===== src/rtl/pipeline_hazard_ctrl.sv =====
// Hazard controller for a 5-stage LEGv8 pipeline: load-use and flag stalls,
// taken-branch flush, and EX operand forwarding from an EX/MEM/WB scoreboard.
module pipeline_hazard_ctrl #(
    parameter int CNT_W = 16
) (
    input  logic             clk,
    input  logic             reset,
    input  logic             id_valid,
    input  logic [4:0]       id_rn,
    input  logic [4:0]       id_rm,
    input  logic             id_uses_rn,
    input  logic             id_uses_rm,
    input  logic [4:0]       id_rd,
    input  logic             id_regwrite,
    input  logic             id_is_load,
    input  logic             id_setflag,
    input  logic             id_is_blt,
    input  logic             ex_br_taken,
    output logic             pc_en,
    output logic             ifid_en,
    output logic             ifid_flush,
    output logic             idex_bubble,
    output logic [1:0]       fwd_a,
    output logic [1:0]       fwd_b,
    output logic [CNT_W-1:0] stall_cnt
);

    typedef struct packed {
        logic       valid;
        logic [4:0] rd;
        logic       regwrite;
        logic       load;
        logic       setflag;
        logic [4:0] rn;
        logic [4:0] rm;
        logic       uses_rn;
        logic       uses_rm;
    } sb_entry_t;

    localparam logic [4:0]       XZR      = 5'd31;
    localparam logic [CNT_W-1:0] CNT_MAX  = {CNT_W{1'b1}};
    localparam logic [CNT_W-1:0] CNT_ONE  = {{(CNT_W-1){1'b0}}, 1'b1};
    localparam logic [CNT_W-1:0] CNT_ZERO = {CNT_W{1'b0}};
    localparam logic [1:0]       FWD_RF   = 2'b00;
    localparam logic [1:0]       FWD_MEM  = 2'b01;
    localparam logic [1:0]       FWD_WB   = 2'b10;
    localparam sb_entry_t        SB_EMPTY = '0;

    // X31 is the zero register: a write to it never creates a dependency.
    function automatic logic reg_match(input sb_entry_t prod, input logic [4:0] src,
                                       input logic src_used);
        return prod.valid && prod.regwrite && (prod.rd != XZR) && src_used && (prod.rd == src);
    endfunction

    // A load still in MEM has no data yet, so only WB may supply its result.
    function automatic logic [1:0] fwd_sel(input sb_entry_t mem, input sb_entry_t wb,
                                           input logic [4:0] src, input logic src_used);
        logic [1:0] sel;
        if (!mem.load && reg_match(mem, src, src_used)) begin
            sel = FWD_MEM;
        end else if (reg_match(wb, src, src_used)) begin
            sel = FWD_WB;
        end else begin
            sel = FWD_RF;
        end
        return sel;
    endfunction

    sb_entry_t        r_ex;
    sb_entry_t        r_mem;
    sb_entry_t        r_wb;
    sb_entry_t        w_id_entry;
    logic [CNT_W-1:0] r_stall_cnt;
    logic             w_load_use;
    logic             w_flag_stall;
    logic             w_stall;
    logic             w_idex_bubble;
    logic             w_unused;

    assign w_load_use   = id_valid && r_ex.load &&
                          (reg_match(r_ex, id_rn, id_uses_rn) || reg_match(r_ex, id_rm, id_uses_rm));
    assign w_flag_stall = id_valid && id_is_blt && r_ex.valid && r_ex.setflag;
    assign w_stall      = w_load_use || w_flag_stall;

    // Pipeline enables; a taken branch wins over a stall, reset forces free-run.
    always_comb begin
        pc_en         = 1'b1;
        ifid_en       = 1'b1;
        ifid_flush    = 1'b0;
        w_idex_bubble = 1'b0;
        if (reset) begin
            pc_en         = 1'b1;
        end else if (ex_br_taken) begin
            ifid_flush    = 1'b1;
            w_idex_bubble = 1'b1;
        end else if (w_stall) begin
            pc_en         = 1'b0;
            ifid_en       = 1'b0;
            w_idex_bubble = 1'b1;
        end else begin
            w_idex_bubble = 1'b0;
        end
    end

    assign idex_bubble = w_idex_bubble;

    // Operand source selection for the instruction currently in EX.
    always_comb begin
        fwd_a = FWD_RF;
        fwd_b = FWD_RF;
        if (!reset && r_ex.valid) begin
            fwd_a = fwd_sel(r_mem, r_wb, r_ex.rn, r_ex.uses_rn);
            fwd_b = fwd_sel(r_mem, r_wb, r_ex.rm, r_ex.uses_rm);
        end else begin
            fwd_a = FWD_RF;
            fwd_b = FWD_RF;
        end
    end

    // Decode fields captured into the EX slot; bubbles and empty slots go in invalid.
    always_comb begin
        w_id_entry          = SB_EMPTY;
        w_id_entry.valid    = id_valid && !w_idex_bubble;
        w_id_entry.rd       = id_rd;
        w_id_entry.regwrite = id_regwrite;
        w_id_entry.load     = id_is_load;
        w_id_entry.setflag  = id_setflag;
        w_id_entry.rn       = id_rn;
        w_id_entry.rm       = id_rm;
        w_id_entry.uses_rn  = id_uses_rn;
        w_id_entry.uses_rm  = id_uses_rm;
    end

    // Scoreboard shift register mirroring the EX/MEM/WB pipeline registers.
    always_ff @(posedge clk) begin
        if (reset) begin
            r_ex  <= SB_EMPTY;
            r_mem <= SB_EMPTY;
            r_wb  <= SB_EMPTY;
        end else begin
            r_ex  <= w_id_entry;
            r_mem <= r_ex;
            r_wb  <= r_mem;
        end
    end

    // Saturating stall counter; cycles consumed by a branch flush are not stalls.
    always_ff @(posedge clk) begin
        if (reset) begin
            r_stall_cnt <= CNT_ZERO;
        end else if (w_stall && !ex_br_taken && (r_stall_cnt != CNT_MAX)) begin
            r_stall_cnt <= r_stall_cnt + CNT_ONE;
        end else begin
            r_stall_cnt <= r_stall_cnt;
        end
    end

    assign stall_cnt = r_stall_cnt;

    // MEM/WB source fields are carried for completeness but not consumed here.
    assign w_unused = ^{r_mem, r_wb};

endmodule


===== config.mk =====
export PLATFORM = sky130hd
export DESIGN_NAME = pipeline_hazard_ctrl
export DESIGN_NICKNAME = d
export VERILOG_FILES = /design/src/rtl/pipeline_hazard_ctrl.sv
export SDC_FILE = /design/constraint.sdc
export NUM_CORES = 1
export LEC_CHECK = 0
export BUFFER_PORTS_ARGS = -buffer_cell sky130_fd_sc_hd__buf_2
export CAP_MARGIN = 30
export CORE_MARGIN = 2
export CORE_UTILIZATION = 35
export CTS_CLUSTER_DIAMETER = 100
export CTS_CLUSTER_SIZE = 14
export DETAILED_ROUTE_END_ITERATION = 8
export GPL_TIMING_DRIVEN = 0
export PLACE_DENSITY = 0.63
export SYNTH_ARGS = -nofsm -noshare
export SYNTH_HDL_FRONTEND = slang
export SYNTH_SLANG_ARGS = --single-unit

===== constraint.sdc =====
create_clock -name clk -period 6.32 [get_ports clk]
set_input_delay 1.264 -clock clk [delete_from_list [all_inputs] [get_ports clk]]
set_output_delay 1.264 -clock clk [all_outputs]
set_load 0.03 [all_outputs]

==> results of run 1 <==
## sequential cells by signal (all words and copies together), names as in the netlist
| name | cells |
|---|---|
| r_mem | 8 |
| r_ex | 21 |
| stall_cnt | 16 |
| r_wb | 7 |
## layout by cell type, fill, tap and decap left out, types with 8 or more instances in the layout
| cell | instances |
|---|---|
| nor2b_1 | 39 |
| nand4_1 | 8 |
| a21oi_1 | 11 |
| nand3_1 | 14 |
| xor2_1 | 16 |
| buf_2 | 48 |
| nor2_1 | 16 |
| clkbuf_1 | 8 |
| xnor2_1 | 15 |
| nand2_1 | 9 |
| dfxtp_1 | 52 |
## cell usage after synthesis (4+ instances only)
| library cell | count | area (um^2) |
|---|---|---|
| or4_1 | 5 | 37.54 |
| or3_1 | 5 | 31.28 |
| xor2_1 | 16 | 140.1 |
| inv_1 | 7 | 26.28 |
| o21ai_0 | 6 | 30.03 |
| xnor2_1 | 15 | 131.4 |
| nand4_1 | 8 | 50.05 |
| and3_1 | 4 | 25.02 |
| nand3_1 | 14 | 70.07 |
| nor2_1 | 16 | 60.06 |
| o31ai_1 | 4 | 30.03 |
| nand2_1 | 9 | 33.78 |
| nor4_1 | 5 | 31.28 |
| mux2_1 | 4 | 45.04 |
| clkbuf_1 | 8 | 30.03 |
| dfxtp_1 | 52 | 1041 |
| nor2b_1 | 39 | 244.0 |
| a21oi_1 | 11 | 55.05 |
## per-stage QoR
step | instance area, um^2 | cells | utilization [%] | hold WS (ns)
global placement | 2666 | 379 | 41.75 | 0.4542
global route | 2761 | 387 | 43.24 | 0.4857
CTS | 2761 | 387 | 43.24 | 0.4778
detailed placement | 2666 | 379 | 41.75 | 0.4577
finish | 2761 | 387 | 43.24 | 0.4748
floorplan | 2330 | 254 | - | 0.4379
## cell type report
cell class              instances  area, um^2
plain buffers                   9       37.54
clock inverters                 3       26.28
well taps                      77       96.34
flip-flops and latches         52        1041
inverters                       7       26.28
repair buffers                 48       240.2
clock buffers                   5       68.82
multi-input cells             186        1225
fillers                       656        3625
## worst paths after layout
path,to,from,depth (start not counted)
setup reg to reg,stall_cnt[15],stall_cnt[0],7
hold / removal,r_mem[13],r_ex[13],1
setup / recovery,pc_en,id_rm[4],9
hold reg to reg,r_mem[13],r_ex[13],1
## logic make-up after synthesis
kind of cell               synth area share (%)
AOI/OAI and AO/OA                         8.325
adders and majority gates                0.5370
DFF                                       44.68
buffers and inverters                     2.739
and+or+nand+nor                           29.65
xor gates and xnor gates                  11.65
muxes                                     2.417
## critical path, cell delays in order
cell,delay [ns]
buf_2,0.11
xnor2_1,0.13
nand4_1,0.13
o22ai_2,0.29
a21boi_1,0.20
clkbuf_1,0.27
or3_1,0.42
buf_4,0.14
buf_2,0.16
## power groups by stage
stage          clock [mW]  sequential, mW  combinational, mW
2_1_floorplan           0           0.352             0.0320
3_3_place_gp            0           0.355             0.0484
3_5_place_dp            0           0.356             0.0492
4_1_cts             0.203           0.348             0.0494
5_1_grt             0.218           0.349             0.0548
6_report            0.197           0.348             0.0487
## layer usage
layer / up-vias / GRT usage, %
met2: 36 / 23.79
met3: 2 / 3.754
met4: 0 / 4.473
met5: - / 0
li1: 987 / -
met1: 898 / 19.67
==> metrics.yaml, run 1 <==
yosys:
  syn_nets: 280
  synth-edff-count: 0
  ys_ff_latch: 52
  syn_inst: 254
  synth_cell_type_count: 38
  ys.flop_type: "dfxtp_1"
  ys_seq_area_share_pct: 44.68
  yosysWarnings: 0
  syn-mean-instance-area_um2: 9.172
  async_flop_share_pct: 0
  syn_area_mm2: 0.002330
worst_setup_path:
  worstPathMaxFanout: 10
  critPathRequiredTime_ns: 5.06
  critPathKind: "input pin to output pin"
  start_kind: "input pin"
  cp-end-kind: "output pin"
  regToRegSetupSlack_ns: 4.01
  arrival_ns: 3.12
die:
  io_pins: 49
  core_mm2: 0.006386
  dieArea_mm2: 0.007325
  rows: 29
  die_w_um: 85.59
  start_util_pct: 36.48
  die_h_um: 85.59
global_routing:
  track_usage_pct: 14.82
  grt_first_pass_wirelength_um: 8652
  grt_pass1_vias: 1779
  overflow: 0
  antenna_found_initial: 0
  grt_start_max_net_pins: 19
timing:
  setup_viol: 0
  rsz0062_at_grt: "no"
  fin_ws_ns: 1.932
  fin_crit_sh_pct: 69.44
  fmax_ghz: 0.2279
  min_period_ns: 4.388
  finalHoldViolCount: 0
  drv_slew: 0
  clock_skew_ns: 0.01051
  tns_ns: 0
  slew_headroom_pct: 61.70
  worst_pin_slew_ns: 0.5670
clock_network:
  clk_latency_ns: 0.31
  htreeDepth: 2
  cts_buffers: 5
  tritoncts: "built"
  cts_resized: 0
  cts.reportedPaths.clkPinSlew_ns: 0.10
  cts.sinks: 52
  clk_path_buf_depth: 2
  cts-root-buf: "clkbuf_8"
  post_cts_buffers: 0
  ctsHoldBuffers: 0
power_and_ir_drop:
  power_density_mw_per_mm2: 215.1
  power_leakage_nw: 1.160
  swShare_pct: 25.48
  clkPwrFrac_pct: 33.2
  power_mw: 0.5940
  internal_power_mw: 0.4426
  p_comb_share_pct: 8.2
  seqPwrFrac_pct: 58.6
  p_sw_mw: 0.1514
  ir_drop_mv: 0.09207
layout:
  layout-drive-gt1-share_pct: 20.00
  num_antenna_cells: 0
  area_growth_syn_to_layout_pct: 18.53
  nets: 335
route:
  dr_total_vias: 1923
  routed_wl_um: 5269
  dr_wl_met2_um: 2456
  first_pass_iters: 4
  vias_per_cell: 4.969
  wire_per_inst_um: 13.61
  wl_met1_um: 2553
  ant_nets: 0
  top_layer: "met4"
  drc: 0
  drt_iter0_markers: 81
  wl_met3_um: 214
job:
  drv_cap: 0
place:
  hpwl_um: 4064
  gp_congestion: 0.8072
  pre_cts_ws_ns: 1.916
  numPortBuffers: 48
min_path:
  hp-class: "flip-flop to flip-flop"
status:
  run_status: "complete, no violations"
Power figures use the tool's default switching activity.
==> inputs of run 2 (changes only) <==
- ABC_AREA: not set -> 1
- PLACE_DENSITY: 0.63 -> 0.65
- clock period: 6.32 -> 3.6 ns (I/O delays scaled with it)
==> run 2 against run 1 <==
Die area grew 10%. Critical path type unchanged. Routed wire length grew 18%. Clock skew shrank 0.0017 ns.
==> metrics.yaml, run 2 <==
route:
  drt_iter0_markers: 98  # was 81
  drc: 0  # unchanged
  wire_per_inst_um: 11.24  # was 13.61 um
  first_pass_iters: 4  # unchanged
  ant_nets: 0  # unchanged
  vias_per_cell: 4.573  # was 4.969
  routed_wl_um: 6213  # was 5269 um
  dr_total_vias: 2529  # was 1923
clock_network:
  htreeDepth: 2  # unchanged
  ctsHoldBuffers: 0  # unchanged
  tritoncts: "built"  # unchanged
  post_cts_buffers: 0  # unchanged
  cts-root-buf: "clkbuf_8"  # unchanged
  cts_buffers: 5  # unchanged
  cts.reportedPaths.clkPinSlew_ns: 0.09  # was 0.10 ns
  clk_path_buf_depth: 2  # unchanged
  cts.sinks: 52  # unchanged
  cts_resized: 0  # unchanged
  clk_latency_ns: 0.31  # about the same
yosys:
  synth-edff-count: 0  # unchanged
  async_flop_share_pct: 0  # unchanged
  synth_top_family_by_area: "simple AND/OR/NAND/NOR gates"  # unchanged
  synthTopCellsByArea: "dfxtp_1, nand2_1, nor2_1, inv_1, nand3_1"  # was dfxtp_1, nor2b_1, xor2_1, xnor2_1, nand3_1
  syn_area_mm2: 0.002582  # was 0.002330 mm^2
  synth_cell_type_count: 31  # was 38
  synth_top_area_cell: "dfxtp_1"  # unchanged
  yosys.area_share.adder_pct: 0.4845  # was 0.5371%
  ys.flop_type: "dfxtp_1"  # unchanged
  synth.most_common_cell: "nand2_1"  # was dfxtp_1
  synth_top_area_share_pct: 40.31  # was 44.68%
  synth_mux_area_share_pct: 0  # was 2.417%
  yosys-top-cells-count: "nand2_1, nor2_1, inv_1"  # was dfxtp_1, nor2b_1, nor2_1, xor2_1, xnor2_1
  ys_seq_area_share_pct: 40.31  # was 44.68%
  yosys.area_share.simple_pct: 38.08  # was 29.65%
  synth-compound-area-share_pct: 4.942  # was 8.324%
  ys_ff_latch: 52  # unchanged
  syn_nets: 426  # was 280
  yosysWarnings: 0  # unchanged
  syn-mean-instance-area_um2: 6.456  # was 9.172 um^2
  synthXorXnorAreaFrac_pct: 2.035  # was 11.65%
  syn_inst: 400  # was 254
global_routing:
  grt_pass1_vias: 2382  # was 1779
  antenna_found_initial: 0  # unchanged
  grt_first_pass_wirelength_um: 10380  # was 8652 um
  grt_start_max_net_pins: 16  # was 19
  track_usage_pct: 15.58  # was 14.82%
  overflow: 0  # unchanged
die:
  die_h_um: 89.90  # was 85.59 um
  start_util_pct: 35.80  # was 36.48%
  io_pins: 49  # unchanged
  rows: 31  # was 29
  core_mm2: 0.007214  # was 0.006386 mm^2
  dieArea_mm2: 0.008082  # was 0.007325 mm^2
  die_w_um: 89.90  # was 85.59 um
job:
  drv_cap: 0  # unchanged
timing:
  finalHoldViolCount: 0  # unchanged
  rsz0062_at_grt: "no"  # unchanged
  fin_ws_ns: 0.7639  # was 1.932 ns
  fmax_ghz: 0.3526
  worst_pin_slew_ns: 0.7961  # was 0.5670 ns
  hold_ws_ns: 0.4300  # was 0.4748 ns
  drv_slew: 0  # unchanged
  setup_viol: 0  # unchanged
  tns_ns: 0  # unchanged
  min_period_ns: 2.836
  fin_crit_sh_pct: 78.78
  clock_skew_ns: 0.008857  # was 0.01051 ns
  slew_headroom_pct: 46.25  # was 61.70%
worst_setup_path:
  worstPathMaxFanout: 10  # unchanged
  regToRegSetupSlack_ns: 1.81  # was 4.01 ns
  critPathKind: "input pin to output pin"  # unchanged
  critPathRequiredTime_ns: 2.88  # was 5.06 ns
  start_kind: "input pin"  # unchanged
  r2r_cells: 10  # was 7
  arrival_ns: 2.12  # was 3.12 ns
  cp-end-kind: "output pin"  # unchanged
  rr_endpoint: "stall_cnt[13]"  # was stall_cnt[15]
  reg2reg_from: "stall_cnt[0]"  # unchanged
place:
  pre_cts_ws_ns: 0.7525  # was 1.916 ns
  dpl_cell_area_mm2: 0.002942  # was 0.002666 mm^2
  numPortBuffers: 47  # was 48
  dp_cells: 546  # was 379
  hpwl_um: 4994  # was 4064 um
  gp_congestion: 0.8974  # was 0.8072
power_and_ir_drop:
  power_density_mw_per_mm2: 336.7  # was 215.1 mW/mm^2
  power_leakage_nw: 1.554  # was 1.160 nW
  ir_drop_mv: 0.1394  # was 0.09207 mV
layout:
  layout.area.seq_mm2: 0.001041  # unchanged
  final_cell_mix: "nand2_1, nor2_1, inv_1"  # was dfxtp_1, buf_2, nor2b_1
  fillers: 789  # was 656
  nets: 480  # was 335
  area_growth_syn_to_layout_pct: 17.05  # was 18.53%
  largest_reg_flops: 21  # unchanged
  num_antenna_cells: 0  # unchanged
  final_area_mm2: 0.003023  # was 0.002761 mm^2
  layout-drive-gt1-share_pct: 14.98  # was 20.00%
  largest-register: "r_ex"  # unchanged
  finalNonFillerCells: 553  # was 387
  mostFrequentLayoutCell: "nand2_1"  # was dfxtp_1
  multiInputGateArea_mm2: 0.001176  # was 0.001225 mm^2
min_path:
  holdPathStages: 2  # was 1
  holdPathEnd: "r_mem[14]"  # was r_mem[13]
  hp-class: "flip-flop to flip-flop"  # unchanged
  holdCritStartpoint: "r_ex[14]"  # was r_ex[13]
status:
  run_status: "complete, no violations"  # unchanged
[run 2: cell types whose count changed after synthesis, sizes merged, moves of 6 or more]
cell,delta
or4,-6
nor2,+69
xor2,-11
nand2,+84
nor2b,-39
xnor2,-14
inv,+73
nand3,+15
a21oi,-8
[run 2: final cells by class]
| type | instances | area share [%] |
|---|---|---|
| buffer | 11 | 2.028 |
| clock buffer | 5 | 2.276 |
| clock inverter | 2 | 0.4139 |
| inverter | 81 | 10.06 |
| multi-input combinational | 256 | 38.91 |
| sequential | 52 | 34.44 |
| tap | 99 | 4.098 |
| timing repair buffer | 47 | 7.781 |
[run 2: how the worst max path moves through the flow]
stage | start | endpoint | slack [ns] | depth (start not counted)
finish | id_rn[2] | pc_en | 0.76 | 13
global placement | id_rn[1] | pc_en | 0.77 | 13
CTS | id_rn[2] | pc_en | 0.75 | 13
detailed placement | id_rn[2] | pc_en | 0.75 | 13
floorplan | reset | fwd_b[0] | 0.84 | 4
global route | id_rn[2] | pc_en | 0.60 | 13
[run 2: logic make-up after synthesis]
group | Yosys count
AND/OR/NAND/NOR | 230
buffers and inverters | 92
flip-flops | 52
AO/OA/AOI/OAI | 19
XOR/XNOR | 6
adder cells (fa/ha/maj) | 1
[run 2: worst max-delay path, stage by stage]
cell and delay (ns):
buf_2 0.09, inv_1 0.04, nand2_1 0.06, nand2_1 0.06, nor2_1 0.11, nand3_1 0.08
nand2_1 0.10, nand2_2 0.08, nand2_4 0.14, buf_4 0.20, nand3_1 0.10, buf_4 0.16
buf_2 0.17
[run 2: stage by stage]
stage	power, mW	utilization (%)
2_1_floorplan	0.6786	-
3_3_place_gp	0.7144	40.77
3_5_place_dp	0.7160	40.77
4_1_cts	1.026	41.90
5_1_grt	1.063	41.90
6_report	1.018	41.90
[run 2: per-layer routing]
layer | track usage [%] | routed length (um)
met2 | 29.80 | 3222
met5 | 0 | 0
met1 | 17.54 | 2646
met3 | 2.766 | 275
met4 | 4.615 | 68
[run 2: power breakdown]
part	switching, mW	internal [mW]	total [mW]
Sequential	0.0139	0.593	0.607
Combinational	0.0596	0.0352	0.0948
Clock	0.184	0.132	0.316
Total	0.258	0.760	1.02
==> inputs of run 3 (changes only) <==
- ABC_AREA: 1 -> 0
- clock period: 3.6 -> 2.6 ns (I/O delays scaled with it)
==> run 3 against run 2 <==
Non-clock buffer count rose by 4. Die area is 9.4% lower. Global-route usage rose by 0.67 points. Design area shrank 4.6%. Worst hold slack worse by 0.015 ns. Cell count fell by 29%. Power rose by 44%. Critical endpoint is now idex_bubble. Largest cell class unchanged.
==> metrics.yaml, run 3 (synthesis results as in run 1) <==
status:
  run_status: "complete, no violations"  # unchanged
place:
  numPortBuffers: 48  # was 47
  pre_cts_ws_ns: -0.3215  # was 0.7525 ns
  dpl_cell_area_mm2: 0.002666  # was 0.002942 mm^2
  gp_congestion: 0.8461  # was 0.8974
  hpwl_um: 4201  # was 4994 um
clock_network:
  tritoncts: "built"  # unchanged
  cts.sinks: 52  # unchanged
  clk_path_buf_depth: 2  # unchanged
  cts-root-buf: "clkbuf_8"  # unchanged
  clk_latency_ns: 0.31  # about the same
  cts.reportedPaths.clkPinSlew_ns: 0.09  # about the same
  ctsHoldBuffers: 0  # unchanged
  cts_buffers: 5  # unchanged
  htreeDepth: 2  # unchanged
power_and_ir_drop:
  ir_drop_mv: 0.3302  # was 0.1394 mV
  power_density_mw_per_mm2: 507.0  # was 336.7 mW/mm^2
  power_leakage_nw: 1.226  # was 1.554 nW
timing:
  min_period_ns: 2.560
  fin_crit_sh_pct: 98.47
  fmax_ghz: 0.3906
  fin_ws_ns: 0.03977  # was 0.7639 ns
  setup_viol: 0  # unchanged
  worst_pin_slew_ns: 0.5693  # was 0.7961 ns
  finalHoldViolCount: 0  # unchanged
  drv_slew: 0  # unchanged
  slew_headroom_pct: 61.55  # was 46.25%
  clock_skew_ns: 0.008221  # was 0.008857 ns
worst_setup_path:
  worstPathMaxFanout: 3  # was 10
  max_stage_delay_ns: 0.38  # was 0.20 ns
  arrival_ns: 2.04  # was 2.12 ns
  start_kind: "flip-flop"  # was input pin
  crit_path_cell_trace: "xnor2_2 -> nand4_1 -> o22ai_2 -> buf_4 -> a22o_4 -> nand3_1 -> a21oi_1 -> buf_4"  # was buf_2 -> inv_1 -> nand2_1 -> nand2_1 -> nor2_1 -> nand3_1 -> nand2_1 -> nand2_2 -> nand2_4 -> buf_4 -> nand3_1 -> buf_4 -> buf_2
  cp-end-kind: "output pin"  # unchanged
  crit_family: "compound AO/OA/AOI/OAI gates"  # was simple AND/OR/NAND/NOR gates
  critPathRequiredTime_ns: 2.08  # was 2.88 ns
  cp_common_cell: "buf_4"  # was nand2_1
  crit_slowest_cell: "dfxtp_4"  # was buf_4
  critPathBufInv: 2  # was 5
  critPathKind: "flip-flop to output pin"  # was input pin to output pin
layout:
  mostFrequentLayoutCell: "dfxtp_1"  # was nand2_1
  largest_reg_flops: 21  # unchanged
  area_growth_syn_to_layout_pct: 23.79  # was 17.05%
  final_cell_mix: "dfxtp_1, buf_2, nor2b_1"  # was nand2_1, nor2_1, inv_1
  layout-drive-gt1-share_pct: 25.40  # was 14.98%
  nets: 340  # was 480
  final_area_mm2: 0.002884  # was 0.003023 mm^2
  num_antenna_cells: 0  # unchanged
  largest-register: "r_ex"  # unchanged
die:
  dieArea_mm2: 0.007325  # was 0.008082 mm^2
  start_util_pct: 36.48  # was 35.80%
  rows: 29  # was 31
  io_pins: 49  # unchanged
  die_h_um: 85.59  # was 89.90 um
  core_mm2: 0.006386  # was 0.007214 mm^2
  die_w_um: 85.59  # was 89.90 um
global_routing:
  overflow: 0  # unchanged
  antenna_found_initial: 0  # unchanged
  track_usage_pct: 16.25  # was 15.58%
  grt_start_max_net_pins: 16  # unchanged
  grt_pass1_vias: 1932  # was 2382
  grt_first_pass_wirelength_um: 9335  # was 10380 um
route:
  drt_iter0_markers: 93  # was 98
  first_pass_iters: 4  # unchanged
  wire_per_inst_um: 14.62  # was 11.24 um
  vias_per_cell: 5.003  # was 4.573
  routed_wl_um: 5731  # was 6213 um
  drc: 0  # unchanged
  dr_total_vias: 1961  # was 2529
  ant_nets: 0  # unchanged
min_path:
  hp-class: "input pin to flip-flop"  # was flip-flop to flip-flop
job:
  drv_cap: 0  # unchanged
run 3: cell types whose count changed in the layout (fill, tap and decap cells not counted), sizes merged, moves of 14 or more:
cell,delta
nand2,-84
inv,-73
nor2,-69
nor2b,+39
nand3,-15
xnor2,+14
run 3: worst reg2reg max path: cells and delay by family (launching register included):
| kind | cells | cell delay [ns] |
|---|---|---|
| simple gates | 3 | 0.86 |
| buf+inv | 1 | 0.11 |
| fa+ha+maj | 1 | 0.26 |
| compound gates | 1 | 0.23 |
| flops | 1 | 0.45 |
| mux | 1 | 0.31 |
run 3: timing repair:
item	4_1_cts	5_1_grt
endpoints found under the setup margin	2	3
buffers inserted	5	1
pin swaps	4	5
resized for setup	18	5
run 3: final timing paths:
kind | from | to | slack, ns | cells past startpoint
max | r_ex[19] | idex_bubble | 0.04 | 8
min | id_regwrite | r_ex[14] | 0.41 | 2
max reg2reg | stall_cnt[0] | stall_cnt[13] | 0.28 | 7
min reg2reg | r_ex[13] | r_mem[13] | 0.47 | 1
run 3: layout make-up:
type                       count  area (um^2)
sequential                    52         1054
tap                           77        96.34
fill                         637         3502
buffer                         8        33.78
timing repair buffer          54        294.0
clock buffer                   6        82.58
multi-input combinational    186         1287
clock inverter                 2        10.01
inverter                       7        26.28
run 3: layer usage:
| layer | up-vias | share of wire [%] | global-route usage [%] | wire, um |
|---|---|---|---|---|
| met5 | - | 0 | 0 | 0 |
| met4 | 0 | 2.4 | 8.369 | 137 |
| met3 | 12 | 3.8 | 3.657 | 217 |
| met2 | 39 | 49 | 27.13 | 2792 |
| met1 | 908 | 45 | 19.56 | 2583 |
| li1 | 1002 | - | - | - |
run 3: through the flow:
stage | TNS [ns] | hold slack, ns | power, mW | util (%) | instances
3_3_place_gp | -0.5301 | 0.4562 | 0.9809 | 41.75 | 379
2_1_floorplan | 0 | 0.4379 | 0.9345 | - | 254
4_1_cts | 0 | 0.4115 | 1.461 | 44.89 | 392
6_report | 0 | 0.4146 | 1.462 | 45.16 | 392
3_5_place_dp | -0.5312 | 0.4589 | 0.9842 | 41.75 | 379
5_1_grt | -0.03346 | 0.4135 | 1.518 | 45.16 | 392
run 3: where the power goes:
group	total, mW	switching [mW]	leakage (nW)	internal (mW)
clock	0.481	0.268	0.0510	0.213
combinational	0.136	0.0675	0.747	0.0686
sequential	0.845	0.0255	0.428	0.820
